--- src/rtl/fpu_pkg.sv ---
// FPU shared types: unrounded results, packed floats, exception flags.
// Also holds the rounding-increment and leading-zero helpers.
package fpu_pkg;

    typedef enum logic [1:0] {
        FPU_RM_EVEN = 2'd0,
        FPU_RM_ZERO = 2'd1,
        FPU_RM_DOWN = 2'd2,
        FPU_RM_UP   = 2'd3
    } fpu_rmode_e;

    typedef struct packed {
        logic        sign;
        logic        nan;
        logic        inf;
        logic        zero;
        logic [2:0]  guard;
        logic [7:0]  exponent;
        logic [23:0] mantissa;
        fpu_rmode_e  mode;
    } fpu_result_t;

    typedef struct packed {
        logic        sign;
        logic [7:0]  exponent;
        logic [22:0] mantissa;
    } fpu_float_t;

    typedef struct packed {
        logic nv;
        logic dz;
        logic of;
        logic uf;
        logic nx;
    } fpu_flags_t;

    localparam logic [31:0] FPU_FLOAT_NAN     = 32'hFFFF_FFFF;
    localparam logic [31:0] FPU_FLOAT_MAX_POS = 32'h7F7F_FFFF;
    localparam logic [31:0] FPU_FLOAT_MAX_NEG = 32'hFF7F_FFFF;

    // guard is {g, r, s}
    function automatic logic fpu_round_increment(
        input fpu_rmode_e mode,
        input logic       sign,
        input logic       lsb,
        input logic [2:0] guard
    );
        logic inexact;
        logic inc;
        inexact = |guard;
        unique case (mode)
            FPU_RM_EVEN: inc = guard[2] & (guard[1] | guard[0] | lsb);
            FPU_RM_ZERO: inc = 1'b0;
            FPU_RM_DOWN: inc = inexact & sign;
            FPU_RM_UP:   inc = inexact & ~sign;
            default:     inc = 1'b0;
        endcase
        return inc;
    endfunction

    function automatic logic [4:0] fpu_lzc24(input logic [23:0] v);
        logic [4:0] n;
        logic       done;
        n    = 5'd0;
        done = 1'b0;
        for (int i = 23; i >= 0; i--) begin
            if (!done && !v[i]) n = n + 5'd1;
            else done = 1'b1;
        end
        return n;
    endfunction

endpackage

--- src/rtl/fpu_round_normalize.sv ---
// Stage-1 normalize: left-justify the mantissa without dropping
// below exponent 1, marking leftovers as denormal (exponent 0).
module fpu_round_normalize
    import fpu_pkg::*;
(
    input  fpu_result_t res,
    output fpu_result_t norm
);

    logic [4:0]  lz;
    logic [7:0]  lim;
    logic [7:0]  sh;
    logic [25:0] wide;
    logic [25:0] shifted;
    logic        do_norm;

    always_comb begin
        norm    = res;
        lz      = fpu_lzc24(res.mantissa);
        lim     = res.exponent - 8'd1;
        sh      = ({3'b0, lz} < lim) ? {3'b0, lz} : lim;
        wide    = {res.mantissa, res.guard[2:1]};
        shifted = wide << sh;
        do_norm = !res.mantissa[23] && (res.exponent > 8'd1);
        // sticky bit never moves; g and r shift into the mantissa
        if (do_norm) begin
            norm.mantissa = shifted[25:2];
            norm.guard    = {shifted[1:0], res.guard[0]};
            norm.exponent = res.exponent - sh;
        end
        if (norm.exponent == 8'd1 && !norm.mantissa[23])
            norm.exponent = 8'd0;
    end

endmodule

--- src/rtl/fpu_round_stage.sv ---
// Two-stage normalize/round/pack of unrounded FPU results into
// IEEE-754 single with flags, valid/ready on both sides.
module fpu_round_stage
    import fpu_pkg::*;
#(
    parameter int TAG_WIDTH = 5
) (
    input  logic                 clk,
    input  logic                 rst,
    input  logic                 in_valid,
    output logic                 in_ready,
    input  fpu_result_t          in_result,
    input  logic [TAG_WIDTH-1:0] in_tag,
    output logic                 out_valid,
    input  logic                 out_ready,
    output fpu_float_t           out_float,
    output fpu_flags_t           out_flags,
    output logic [TAG_WIDTH-1:0] out_tag
);

    logic                 s1_valid;
    logic                 s2_valid;
    logic                 s1_adv;
    logic                 s2_adv;
    fpu_result_t          s1_res;
    fpu_result_t          norm;
    logic [TAG_WIDTH-1:0] s1_tag;

    assign s2_adv    = ~s2_valid | out_ready;
    assign s1_adv    = ~s1_valid | s2_adv;
    assign in_ready  = s1_adv;
    assign out_valid = s2_valid;

    fpu_round_normalize u_norm (
        .res  (in_result),
        .norm (norm)
    );

    always_ff @(posedge clk) begin
        if (rst) begin
            s1_valid <= 1'b0;
            s1_res   <= '0;
            s1_tag   <= '0;
        end else if (s1_adv) begin
            s1_valid <= in_valid;
            if (in_valid) begin
                s1_res <= norm;
                s1_tag <= in_tag;
            end
        end
    end

    logic       inc;
    logic       inexact;
    logic       ovf;
    logic       to_inf;
    logic [24:0] m25;
    logic [8:0]  e9;
    fpu_float_t  rnd_float;
    fpu_flags_t  rnd_flags;

    always_comb begin
        inexact = |s1_res.guard;
        inc = fpu_round_increment(s1_res.mode, s1_res.sign,
                                  s1_res.mantissa[0], s1_res.guard);
        m25 = {1'b0, s1_res.mantissa} + {24'd0, inc};
        e9  = {1'b0, s1_res.exponent};
        if (m25[24]) begin
            m25 = m25 >> 1;
            e9  = e9 + 9'd1;
        end else if (e9 == 9'd0 && m25[23]) begin
            e9 = 9'd1;
        end
        ovf    = e9 >= 9'd255;
        to_inf = (s1_res.mode == FPU_RM_EVEN)
               | (s1_res.mode == FPU_RM_UP   & ~s1_res.sign)
               | (s1_res.mode == FPU_RM_DOWN &  s1_res.sign);
        rnd_float = '{sign: s1_res.sign, exponent: e9[7:0],
                      mantissa: m25[22:0]};
        rnd_flags    = '0;
        rnd_flags.of = ovf;
        rnd_flags.nx = inexact | ovf;
        rnd_flags.uf = (e9 == 9'd0) & (inexact | ovf);
        priority case (1'b1)
            s1_res.nan: begin
                rnd_float = FPU_FLOAT_NAN;
                rnd_flags = '0;
            end
            s1_res.inf: begin
                rnd_float = '{sign: s1_res.sign, exponent: 8'hFF,
                              mantissa: 23'd0};
                rnd_flags = '0;
            end
            s1_res.zero: begin
                rnd_float = '{sign: s1_res.sign, exponent: 8'h00,
                              mantissa: 23'd0};
                rnd_flags = '0;
            end
            ovf: begin
                if (to_inf)
                    rnd_float = '{sign: s1_res.sign, exponent: 8'hFF,
                                  mantissa: 23'd0};
                else
                    rnd_float = s1_res.sign ? FPU_FLOAT_MAX_NEG
                                            : FPU_FLOAT_MAX_POS;
            end
            default: ;
        endcase
    end

    always_ff @(posedge clk) begin
        if (rst) begin
            s2_valid  <= 1'b0;
            out_float <= '0;
            out_flags <= '0;
            out_tag   <= '0;
        end else if (s2_adv) begin
            s2_valid <= s1_valid;
            if (s1_valid) begin
                out_float <= rnd_float;
                out_flags <= rnd_flags;
                out_tag   <= s1_tag;
            end
        end
    end

endmodule
--- config.mk ---
export PLATFORM = sky130hd
export DESIGN_NAME = fpu_round_stage
export DESIGN_NICKNAME = d
export VERILOG_FILES = /design/src/rtl/fpu_pkg.sv /design/src/rtl/fpu_round_normalize.sv /design/src/rtl/fpu_round_stage.sv
export SDC_FILE = /design/constraint.sdc
export NUM_CORES = 1
export LEC_CHECK = 0
export BUFFER_PORTS_ARGS = -buffer_cell sky130_fd_sc_hd__buf_2
export CAP_MARGIN = 20
export CORE_ASPECT_RATIO = 1.1
export CORE_UTILIZATION = 55
export DETAILED_ROUTE_END_ITERATION = 7
export PLACE_DENSITY = 0.75
export SLEW_MARGIN = 20
export SYNTH_ARGS = -nofsm -noshare
export SYNTH_HDL_FRONTEND = slang
export SYNTH_SLANG_ARGS = --single-unit
--- constraint.sdc ---
create_clock -name clk -period 31.7 [get_ports clk]
set_clock_uncertainty 0.15 [all_clocks]
set_input_delay 9.51 -clock clk [delete_from_list [all_inputs] [get_ports clk]]
set_output_delay 9.51 -clock clk [all_outputs]
set_load 0.01 [all_outputs]
==> results of run 1 <==
final cells by class:
type                            instances  area, µm²
Clock inverter                          7       95.1
Timing Repair Buffer                  102        538
Sequential cell                        88       1760
Inverter                               36        135
Clock buffer                            9        225
Multi-Input combinational cell       1093       6910
Tap cell                              204        255
Fill cell                            1571       6440
cell usage in the layout, fill, tap and decap left out, types with 10 or more instances in the layout:
master / instances
nand2b_1: 12
and3_1: 19
xor2_1: 23
dfxtp_1: 88
o211ai_1: 16
nand4_1: 12
nor2b_1: 17
xnor2_1: 42
nor4_1: 13
a211oi_1: 23
nor2_1: 182
nand3_1: 36
a21oi_1: 129
o22ai_1: 25
o21a_1: 10
mux2i_1: 47
nor3_1: 44
nand2_1: 164
o21ai_0: 45
ha_1: 35
and2_1: 11
buf_2: 91
inv_1: 33
buf_4: 11
worst reg2reg max path: stages, from the launching register on:
cell and delay [ps]:
dfxtp_1 340, and2_1 160, ha_1 280, nor2_1 100
nand2_1 60, o41ai_1 70, ha_1 260, ha_1 190
and3_1 190, and3_1 180, and2_1 220, nand4_1 230
nor2_1 350, nand3_1 440, nor3_1 450, nand2_1 120
xor2_1 230, nor3_1 90, nand3_1 70, a21o_1 620
nor2_1 140, or3_1 630, a21oi_1 260, o22ai_1 100
nor2_1 120
through the flow:
stage	cell area [µm²]	util	hold slack (ps)	setup WS, ps	power [mW]
4_1_cts	9920	0.606	304	7840	0.334
3_3_place_gp	9600	0.587	290	7870	0.221
3_5_place_dp	9600	0.587	295	7490	0.222
2_1_floorplan	9220	-	282	9120	0.197
6_report	9920	0.606	305	7720	0.333
5_1_grt	9920	0.606	319	6330	0.351
kinds of logic after synthesis:
family          after synthesis  share of synthesized area
compound gates              359                      0.256
xor+xnor                     75                     0.0861
fa+ha+maj                    39                     0.0529
buf+inv                     137                     0.0607
flops                        88                      0.191
mux                          57                     0.0657
other cells                   1                   0.000407
simple gates                561                      0.287
registers in the layout, indices dropped and copies added, names as in the netlist:
register / cells
out_tag: 5
out_flags: 3
out_valid: 1
out_float: 32
s1_valid: 1
s1_tag: 5
s1_res: 41
power breakdown:
group / internal (mW) / switching (mW) / total, mW
registers: 0.118 / 0.00695 / 0.125
clock network: 0.0690 / 0.0425 / 0.112
logic: 0.0372 / 0.0589 / 0.0961
total: 0.225 / 0.108 / 0.333
worst paths after layout:
check / slack [ps] / start / to / cells after the start
max: 7720 / in_result[25] / s1_res[26] / 67
min reg2reg: 300 / s1_tag[4] / out_tag[4] / 2
max reg2reg: 25590 / s1_res[0] / out_float[4] / 24
min: 300 / s1_tag[4] / out_tag[4] / 2
per-layer routing:
layer	wire length, µm	global-route usage
met1	11000	0.357
met2	11900	0.509
met3	1330	0.0330
met5	0	0
met4	862	0.130
==> impl_metrics.json, run 1 <==
{
  "critPathMaxStageDelay_ps": 670,
  "endpoint_kind": "flop",
  "port_buffers": 91,
  "cp_num_buf_inv": 5,
  "yosys-top-cells-area": "dfxtp_1 (19%), nor2_1 (7.4%), a21oi_1 (7.0%)",
  "hpwl_mm": 19.0,
  "drv_slew": 0,
  "n_antenna_cell": 0,
  "drt-total-wl_mm": 25.1,
  "peakVddDrop_v": 0.0000262,
  "core_area_um2": 16400,
  "tritoncts": "done",
  "worst_pin_slew_ps": 1100,
  "gp_congestion": 0.934,
  "cap_viol_max_count": 0,
  "synth_edf_count": 0,
  "yosys.cell_count.top_type": "nor2_1",
  "insertion_delay_ps": 340,
  "period_needed_ps": 23980,
  "cts.clk_slew.worst_paths_ps": 60,
  "final_cells": 1539,
  "grt_pass1_vias": 8337,
  "async_flop_share": 0,
  "synth_cell_types": 95,
  "critPathRequiredTime_ps": 31740,
  "grt_pass1_wl_mm": 41.0,
  "worst-setup-path-type": "input pin to flop",
  "crit_path_max_fanout": 29,
  "crit_family": "compound AO/OA/AOI/OAI gates",
  "drtIter0Drc": 825,
  "clock_sinks": 88,
  "synthFlopType": "dfxtp_1",
  "die_height_um": 138,
  "grt.total_usage": 0.289,
  "syn-cell-area_um2": 9220,
  "synth_seq_cells": 88,
  "yosysWarnings": 0,
  "fin_crit_sh": 0.756,
  "setup_violations": 0,
  "pin_count": 94,
  "drc": 11,
  "hold_path.class": "flop to flop",
  "htreeDepth": 3,
  "detail-route-antenna-nets": 0,
  "vias": 9434,
  "drive_gt1_frac": 0.124,
  "status": "finished with violations",
  "rsz0062_at_grt": "no",
  "grt_max_degree": 90,
  "die_area_um2": 17300,
  "synthCells": 1317,
  "synth_common_cells": "nor2_1 (182), nand2_1 (164), a21oi_1 (129)",
  "maxSlewHeadroom": 0.269,
  "hold_viol_final": 0,
  "power.leakage_nw": 4.13,
  "avgSynthCellArea_um2": 7.00,
  "routedWlPerCell_um": 16.3,
  "holdBufCountCts": 0,
  "yosysTopAreaCell": "dfxtp_1",
  "clockBufferDepth": 2,
  "failed_checks": "design-rule violations",
  "setup-tns-final_ps": 0,
  "chipWidth_um": 125,
  "cts.repair.resized": 0,
  "power.density_nw_per_um2": 33.5,
  "max_freq_mhz": 41.7,
  "rows": 49,
  "first_pass_iters": 8,
  "critPathArrivalTime_ps": 24020,
  "numCtsBuffers": 9,
  "clock_tree.root_cell": "clkbuf_16",
  "post-cts-setup-buffer-count": 0,
  "ys_seq_area_frac": 0.191,
  "antenna_found_initial": 0,
  "vias_per_cell": 6.13,
  "initial_core_util": 0.563,
  "slowest_stage": "inv_1",
  "synth_top_area_frac": 0.191,
  "nets": 1416,
  "placed_cells": 1523,
  "syn2layout_area_growth_pct": 7.68,
  "globalRoute.totalOverflow": 0,
  "crit_path_start_kind": "input pin"
}
Note: power is estimated with default switching activity, not from simulation.
==> run 2, diff against run 1 <==
Settings changed: ABC_AREA set to 1, PLACE_DENSITY 0.75 to 0.76.
Clock period 31.7 ns to 23.5 ns, I/O delays scaled along.
==> run 2 against run 1 <==
Compared with the run above: the flow now finishes without violations; total power rose by 29%; non-clock buffer count fell by 3; critical path depth rose by 10; register-to-register slack got worse by 8400 ps; synthesized area fell by 10%; hold slack improved by 13 ps; routed wire length fell by 14%; cell area fell by 9.0%; core utilization rose by 1.4 points; critical endpoint unchanged.
==> impl_metrics.json, run 2 <==
{
  "vias": 8782,
  "yosysTopAreaCell": "dfxtp_1",
  "crit_path_max_fanout": 32,
  "mostFrequentLayoutCell": "nand2_1",
  "period_needed_ps": 18270,
  "worst_pin_slew_ps": 1030,
  "die_height_um": 130,
  "hpwl_mm": 17.2,
  "critPathArrivalTime_ps": 18330,
  "fin_crit_sh": 0.777,
  "synth_top_area_frac": 0.213,
  "gp_congestion": 0.928,
  "synth_edf_count": 0,
  "synthFlopType": "dfxtp_1",
  "drtIter0Drc": 627,
  "dp_slack_ps": 4930,
  "async_flop_share": 0,
  "rows": 46,
  "numCtsBuffers": 9,
  "cts.clk_slew.worst_paths_ps": 60,
  "n_antenna_cell": 0,
  "yosys.cell_count.top_type": "nand2_1",
  "synth_seq_cells": 88,
  "syn-cell-area_um2": 8250,
  "setup_slack_ps": 5230,
  "crit_path_start_kind": "input pin",
  "setup-tns-final_ps": 0,
  "clock_tree.root_cell": "clkbuf_16",
  "yosysWarnings": 0,
  "htreeDepth": 3,
  "mostFrequentLayoutCells": "nand2_1 (386), inv_1 (171), o21ai_0 (130)",
  "nets": 1532,
  "port_buffers": 91,
  "status": "finished, final reports clean",
  "power.leakage_nw": 4.80,
  "synth_cell_types": 53,
  "vias_per_cell": 5.35,
  "grt_max_degree": 62,
  "cts.repair.resized": 0,
  "clockBufferDepth": 2,
  "top_regs": "s1_res x41, out_float x32",
  "rsz0062_at_grt": "no",
  "syn2layout_area_growth_pct": 9.42,
  "critPathMaxStageDelay_ps": 410,
  "first_pass_iters": 6,
  "die_area_um2": 15500,
  "clock_sinks": 88,
  "antenna_found_initial": 0,
  "maxSlewHeadroom": 0.309,
  "detail-route-antenna-nets": 0,
  "fin_util": 0.620,
  "hold_path.class": "flop to flop",
  "synth_common_cells": "nand2_1 (387), inv_1 (171), o21ai_0 (130)",
  "pin_count": 94,
  "yosys-top-cells-area": "dfxtp_1 (21%), nand2_1 (18%), o21ai_0 (7.9%)",
  "cap_viol_max_count": 0,
  "top_register": "s1_res",
  "peakVddDrop_v": 0.0000321,
  "max_freq_mhz": 54.7,
  "drv_slew": 0,
  "cpMostUsedCell": "nand2_1",
  "globalRoute.totalOverflow": 0,
  "grt.total_usage": 0.285,
  "post-cts-setup-buffer-count": 0,
  "grt_pass1_wl_mm": 36.5,
  "slowest_stage": "ha_1",
  "avgSynthCellArea_um2": 5.93,
  "hold_depth": 2,
  "drt-total-wl_mm": 21.7,
  "chipWidth_um": 119,
  "worstRegToRegCells": 30,
  "insertion_delay_ps": 340,
  "grt_pass1_vias": 7838,
  "worst-setup-path-type": "input pin to flop",
  "critPathRequiredTime_ps": 23560,
  "power.density_nw_per_um2": 47.4,
  "endpoint_kind": "flop",
  "tritoncts": "done",
  "initial_core_util": 0.567,
  "routedWlPerCell_um": 13.2,
  "holdBufCountCts": 0,
  "core_area_um2": 14600,
  "drc": 0,
  "largest_register_ffs": 41,
  "synthCells": 1391,
  "setup_violations": 0,
  "ys_seq_area_frac": 0.213,
  "drive_gt1_frac": 0.114,
  "hold_viol_final": 0
}
run 2: final timing paths:
| kind | slack, ps | to | start |
|---|---|---|---|
| setup / recovery | 5230 | s1_res[26] | in_result[23] |
| hold / removal | 320 | out_flags[2] | out_flags[2] |
| setup reg to reg | 17230 | out_float[14] | s1_res[40] |
| hold reg to reg | 320 | out_flags[2] | out_flags[2] |
run 2: cell type report:
type	count	area, µm²
multi-input cells	1071	5560
flip-flops and latches	88	1760
clock inverters	7	62.6
repair buffers	99	515
well taps	192	240
clock buffers	9	225
fillers	1494	5530
inverters	177	664
run 2: cells by family (layout without fill, tap and decap cells):
family / Yosys count / after routing / synth area share
other: 1 / 2 / 0.000454
XOR/XNOR: 31 / 31 / 0.0329
buffers and inverters: 233 / 292 / 0.114
flip-flops: 88 / 88 / 0.213
adder cells (fa/ha/maj): 36 / 36 / 0.0555
AND/OR/NAND/NOR: 694 / 694 / 0.378
multiplexers: 1 / 1 / 0.00121
AO/OA/AOI/OAI: 307 / 307 / 0.204
run 2: where the power goes:
part           internal [mW]  total (mW)  leakage [nW]  switching, mW
Combinational         0.0414       0.121          3.93         0.0799
Clock                 0.0813       0.138         0.145         0.0563
Sequential             0.161       0.169         0.728        0.00850
Total                  0.283       0.428          4.80          0.145
run 2: per-layer routing:
metal	GRT usage	up-vias	part of all wire
met5	0	-	0
met2	0.496	202	0.47
met3	0.0317	39	0.038
met4	0.119	0	0.030
li1	-	4695	-
met1	0.359	3846	0.46
run 2: critical path, delay by kind of cell:
family                     cells  cell delay (ps)
and+or+nand+nor               37             4050
adders and majority gates     14             4010
AOI/OAI and AO/OA             12             1950
buffers and inverters         14             1220
run 2: metrics by stage:
step           hold WS (ps)  power [mW]  area (µm²)  instances
3_5_place_dp            310       0.292        8740       1627
5_1_grt                 347       0.454        9030       1643
2_1_floorplan           300       0.258        8260       1392
6_report                318       0.428        9030       1643
3_3_place_gp            304       0.291        8740       1627
4_1_cts                 319       0.428        9030       1643
